==> config.mk <==
export PLATFORM = sky130hd
export DESIGN_NAME = victim_fill_ctrl_lv1
export DESIGN_NICKNAME = d
export VERILOG_FILES = /design/src/rtl/victim_fill_ctrl_lv1.sv
export SDC_FILE = /design/constraint.sdc
export NUM_CORES = 1
export LEC_CHECK = 0
export CORE_AREA = 10 10 248 250
export DETAILED_ROUTE_END_ITERATION = 6
export DIE_AREA = 0 0 258 260
export PLACE_DENSITY_LB_ADDON = 0.1
export SLEW_MARGIN = 15
export SYNTH_ARGS = -nofsm -noshare
export SYNTH_HDL_FRONTEND = slang
export SYNTH_SLANG_ARGS = --single-unit
==> constraint.sdc <==
create_clock -name clk -period 3.34 [get_ports clk]
set_clock_uncertainty 0.05 [all_clocks]
set_input_delay 0.334 -clock clk [delete_from_list [all_inputs] [get_ports clk]]
set_output_delay 0.334 -clock clk [all_outputs]
set_load 0.02 [all_outputs]
==> src/rtl/victim_fill_ctrl_lv1.sv <==
`default_nettype none
// ============================================================================
// Module   : victim_fill_ctrl_lv1
// Purpose  : L1 miss-handling controller. It takes the pseudo-LRU victim way
//            for the missing set. If that victim is Modified it is written
//            back first. The missing block is then fetched from the lower
//            level and installed into the tag/data arrays. Only one miss is
//            outstanding at a time.
// Ports    : clk/rst_n           - clock, asynchronous active-low reset
//            miss_*              - miss strobe and address from hit/miss logic
//            lru_replacement_proc, victim_* - victim way and its state/tag/data
//            wb_*                - writeback request/payload and acknowledge
//            fill_*              - fill request/address, returned data/ack
//            arr_wr_*            - one-cycle array write of the new block
//            busy / fill_done    - miss in progress / completion pulse
// Revision : 1.0 - initial release
// ============================================================================
module victim_fill_ctrl_lv1 #(
    parameter int ASSOC_WID = 2,
    parameter int INDEX_MSB = 9,
    parameter int INDEX_LSB = 4,
    parameter int TAG_WID   = 22,
    parameter int BLK_WID   = 128
) (
    input  logic                         clk,
    input  logic                         rst_n,
    input  logic                         miss_req,
    input  logic                         miss_excl,
    input  logic [INDEX_MSB-INDEX_LSB:0] miss_index,
    input  logic [TAG_WID-1:0]           miss_tag,
    input  logic [ASSOC_WID-1:0]         lru_replacement_proc,
    input  logic [1:0]                   victim_state,
    input  logic [TAG_WID-1:0]           victim_tag,
    input  logic [BLK_WID-1:0]           victim_data,
    output logic                         wb_req,
    output logic [INDEX_MSB-INDEX_LSB:0] wb_index,
    output logic [TAG_WID-1:0]           wb_tag,
    output logic [BLK_WID-1:0]           wb_data,
    input  logic                         wb_ack,
    output logic                         fill_req,
    output logic                         fill_excl,
    output logic [INDEX_MSB-INDEX_LSB:0] fill_index,
    output logic [TAG_WID-1:0]           fill_tag,
    input  logic                         fill_ack,
    input  logic [BLK_WID-1:0]           fill_data,
    input  logic                         fill_shared,
    output logic                         arr_wr_en,
    output logic [ASSOC_WID-1:0]         arr_wr_way,
    output logic [INDEX_MSB-INDEX_LSB:0] arr_wr_index,
    output logic [TAG_WID-1:0]           arr_wr_tag,
    output logic [1:0]                   arr_wr_state,
    output logic [BLK_WID-1:0]           arr_wr_data,
    output logic                         busy,
    output logic                         fill_done
);

    localparam int         IDX_WID = INDEX_MSB - INDEX_LSB + 1;
    localparam logic [1:0] MESI_S  = 2'b01;
    localparam logic [1:0] MESI_E  = 2'b10;
    localparam logic [1:0] MESI_M  = 2'b11;

    typedef enum logic [1:0] {
        S_IDLE = 2'd0,
        S_WB   = 2'd1,
        S_FILL = 2'd2,
        S_UPD  = 2'd3
    } state_t;

    state_t               state_q, state_d;
    logic [IDX_WID-1:0]   index_q;
    logic [TAG_WID-1:0]   tag_q;
    logic                 excl_q;
    logic [ASSOC_WID-1:0] way_q;
    logic [TAG_WID-1:0]   vtag_q;
    logic [BLK_WID-1:0]   vdata_q;
    logic [BLK_WID-1:0]   fdata_q;
    logic                 fshared_q;

    logic                 capture;
    logic                 fill_take;

    // The miss is only taken in IDLE. While busy, the captured values stay
    // frozen even if the upstream victim/LRU inputs move.
    assign capture   = (state_q == S_IDLE) && miss_req;
    assign fill_take = (state_q == S_FILL) && fill_ack;

    always_ff @(posedge clk or negedge rst_n) begin
        if (!rst_n) begin
            state_q   <= S_IDLE;
            index_q   <= '0;
            tag_q     <= '0;
            excl_q    <= 1'b0;
            way_q     <= '0;
            vtag_q    <= '0;
            vdata_q   <= '0;
            fdata_q   <= '0;
            fshared_q <= 1'b0;
        end else begin
            state_q <= state_d;
            if (capture) begin
                index_q <= miss_index;
                tag_q   <= miss_tag;
                excl_q  <= miss_excl;
                way_q   <= lru_replacement_proc;
                vtag_q  <= victim_tag;
                vdata_q <= victim_data;
            end
            if (fill_take) begin
                fdata_q   <= fill_data;
                fshared_q <= fill_shared;
            end
        end
    end

    always_comb begin
        state_d      = state_q;
        wb_req       = 1'b0;
        wb_index     = '0;
        wb_tag       = '0;
        wb_data      = '0;
        fill_req     = 1'b0;
        fill_excl    = 1'b0;
        fill_index   = '0;
        fill_tag     = '0;
        arr_wr_en    = 1'b0;
        arr_wr_way   = '0;
        arr_wr_index = '0;
        arr_wr_tag   = '0;
        arr_wr_state = '0;
        arr_wr_data  = '0;
        busy         = 1'b0;
        fill_done    = 1'b0;

        unique case (state_q)
            S_IDLE: begin
                // Only a Modified victim costs bus traffic; clean ones are
                // simply overwritten.
                if (miss_req) begin
                    state_d = (victim_state == MESI_M) ? S_WB : S_FILL;
                end
            end
            S_WB: begin
                busy     = 1'b1;
                wb_req   = 1'b1;
                wb_index = index_q;
                wb_tag   = vtag_q;
                wb_data  = vdata_q;
                if (wb_ack) begin
                    state_d = S_FILL;
                end
            end
            S_FILL: begin
                busy       = 1'b1;
                fill_req   = 1'b1;
                fill_excl  = excl_q;
                fill_index = index_q;
                fill_tag   = tag_q;
                if (fill_ack) begin
                    state_d = S_UPD;
                end
            end
            S_UPD: begin
                busy         = 1'b1;
                arr_wr_en    = 1'b1;
                fill_done    = 1'b1;
                arr_wr_way   = way_q;
                arr_wr_index = index_q;
                arr_wr_tag   = tag_q;
                arr_wr_data  = fdata_q;
                // A write miss owns the line outright; otherwise the line is
                // Shared only if another cache reported holding a copy.
                if (excl_q) begin
                    arr_wr_state = MESI_M;
                end else if (fshared_q) begin
                    arr_wr_state = MESI_S;
                end else begin
                    arr_wr_state = MESI_E;
                end
                state_d = S_IDLE;
            end
            default: begin
                state_d = S_IDLE;
            end
        endcase
    end

endmodule
`default_nettype wire
==> flow_metrics.tcl <==
set metrics [dict create \
    hp-class "input port to async pin" \
    cp.required_ps 2960 \
    drc_errors 0 \
    r2r_setup_slack_ps 990 \
    worst-r2r-cell-count 5 \
    fp.dieW_microns 258 \
    cp_cell_sequence "inv_1 > ha_4 > buf_4 > and2_1 > clkdlybuf4s50_1" \
    synth_edf_count 0 \
    synth_fp_nets 1379 \
    synth_ff_type "dfrtp_1" \
    fmax_mhz 326 \
    start_util_pct 24.8 \
    final_hold_viol_count 0 \
    via_per_inst 4.19 \
    synth_top_cell_area_share_pct 55.9 \
    core_area_sq_mm 0.0563 \
    synthArstFlopShare_pct 100 \
    die_y_microns 260 \
    areaGrowthSynthToFinish_pct 63.9 \
    firstDrtPassIters 4 \
    setup-tns-final_ps 0 \
    grt_overflow 0 \
    synthCells 1057 \
    r2r-end "tag_q[10]$_DFFE_PN0P_" \
    seq_area_frac_synth_pct 55.9 \
    crit_slowest_cell "clkdlybuf4s50_1" \
    worstPathMaxFanout 54 \
    ir_drop_uv 357 \
    drv_slew 0 \
    portBuffers 666 \
    initialDrtViolationCount 455 \
    vias 10500 \
    path_buf_inv 3 \
    clkTransAtPathRegs_ps 60 \
    start_kind "flip-flop" \
    grt_max_degree 103 \
    worstMarginPinSlew_ps 687 \
    pin_count 667 \
    worstSkewPairLatency_ps 550 \
    pre_cts_ws_ps 770 \
    synth.cell_area_sq_mm 0.0140 \
    status "finished, final reports clean" \
    final_core_util_pct 40.7 \
    fin_ws_ps 275 \
    grt_pass1_wl_microns 84800 \
    antenna_found_initial 9 \
    clock-root-buffer "clkbuf_16" \
    grt_pass1_vias 11200 \
    yosys.cell_count.top_type "and2_1" \
    htree_levels 2 \
    cp-end-kind "primary output" \
    yosys-top-cells-count "and2_1, dfrtp_1, mux2_2" \
    cts_tree "built" \
    ys_seq_elements 312 \
    wl_per_cell_microns 23.7 \
    synth_largest_area_cell "dfrtp_1" \
    place.gp.congestion 0.801 \
    synth.distinct_cells 21 \
    postRouteAntennaNets 0 \
    p_per_area_mw_per_mm2 890 \
    wl_microns 59400 \
    r2r-start "state_q[0]$_DFFE_PN0P_" \
    synthTopCellsByArea "dfrtp_1, mux2_2, and2_1" \
    maxCapViolations 0 \
    final_layout_size_suffix_gt1_share_pct 17.5 \
    post_cts.repair.setup_buffers 0 \
    rows 87 \
    fin_crit_ps 3060 \
    cts_sinks 312 \
    synth_warnings 0 \
    relSlewSlack_pct 54.2 \
    arrival_ps 2680 \
    p_leak_uw 0.00934 \
    die-area_sq_mm 0.0671 \
    grt_usage_pct 17.1 \
    critPathKind "flip-flop to primary output" \
    min_period_over_period_pct 91.8 \
    syn_area_per_cell_sq_um 13.2 \
    max_stage_delay_ps 690 \
    dpl.hpwl_microns 46200 \
    path_delay_family "buffers and inverters" \
    numCtsBuffers 40 \
    rsz0062_at_grt "no" \
    final_net_count 2043 \
    setup_violations 0 \
    clock_path_buffers 3 \
]
==> registers in the layout (all words and copies together), names as in the netlist <==
register and count:
way_q 2, vdata_q 128, tag_q 22, index_q 6, fdata_q 128, excl_q 1
vtag_q 22, state_q 2, fshared_q 1
==> per-layer routing <==
metal / track usage (%) / routed length, microns
met1: 18.2 / 21600
met2: 32.0 / 32300
met3: 5.72 / 4390
met4: 4.41 / 1080
met5: 0 / 48
==> area by class of cell <==
class	instances	area (sq um)
Fill cell	5431	33400
Tap cell	756	946
Sequential cell	312	7810
Clock buffer	61	1170
Multi-Input combinational cell	669	5820
Timing Repair Buffer	693	7090
Antenna cell	5	12.5
Clock inverter	5	35.0
Inverter	5	18.8
==> worst max path at each step <==
stage                                      start               to  slack [ps]  cells after the start
after floorplan           state_q[0]$_DFFE_PN0P_  arr_wr_state[1]        1390                      3
after global placement    state_q[1]$_DFFE_PN0P_      wb_data[48]         800                      5
after detailed placement  state_q[0]$_DFFE_PN0P_  arr_wr_data[58]         770                      4
after CTS                 state_q[0]$_DFFE_PN0P_  arr_wr_data[58]         180                      4
after global routing      state_q[1]$_DFFE_PN0P_      wb_data[43]         110                      5
final                     state_q[1]$_DFFE_PN0P_      wb_data[43]         280                      5
==> metrics by stage <==
step	cell area (sq um)	std cells	hold WS, ps	power (uW)
after global routing	22900	2502	295	21600
after CTS	22900	2501	265	20800
after floorplan	14000	1057	-11.6	11800
after detailed placement	21700	2434	344	16500
after global placement	21700	2434	335	16400
final	22900	2506	316	20400
==> cell families after synthesis <==
family,count (synthesis),share of synthesized area (%)
buffers and inverters,76,2.81
DFF,312,55.9
adders and majority gates,5,0.448
AOI/OAI and AO/OA,5,0.260
and+or+nand+nor,347,15.5
muxes,312,25.1
==> layout by cell type (no fill, tap or decap), types with 3 or more instances in the layout <==
cell type / netlist / final
diode_2: 0 / 5
clkbuf_8: 0 / 7
inv_1: 5 / 5
clkbuf_1: 36 / 13
dfrtp_1: 312 / 312
mux2_1: 90 / 90
clkbuf_16: 0 / 41
clkdlybuf4s50_1: 0 / 665
buf_12: 0 / 17
ha_1: 5 / 3
mux2_2: 221 / 221
buf_4: 1 / 9
and2_1: 342 / 342
==> repair_timing <==
item | 4_1_cts | 5_1_grt
resized for setup | 0 | 0
hold buffers | 1 | 0
hold endpoints to repair | 68 | 0
==> report_power, final <==
part | switching, uW | internal, uW | total, uW
Combinational | 4490 | 5040 | 9520
Sequential | 1030 | 5740 | 6770
Clock | 1680 | 2400 | 4080
Total | 7200 | 13200 | 20400
No activity file was read; power rests on OpenSTA's default activity.
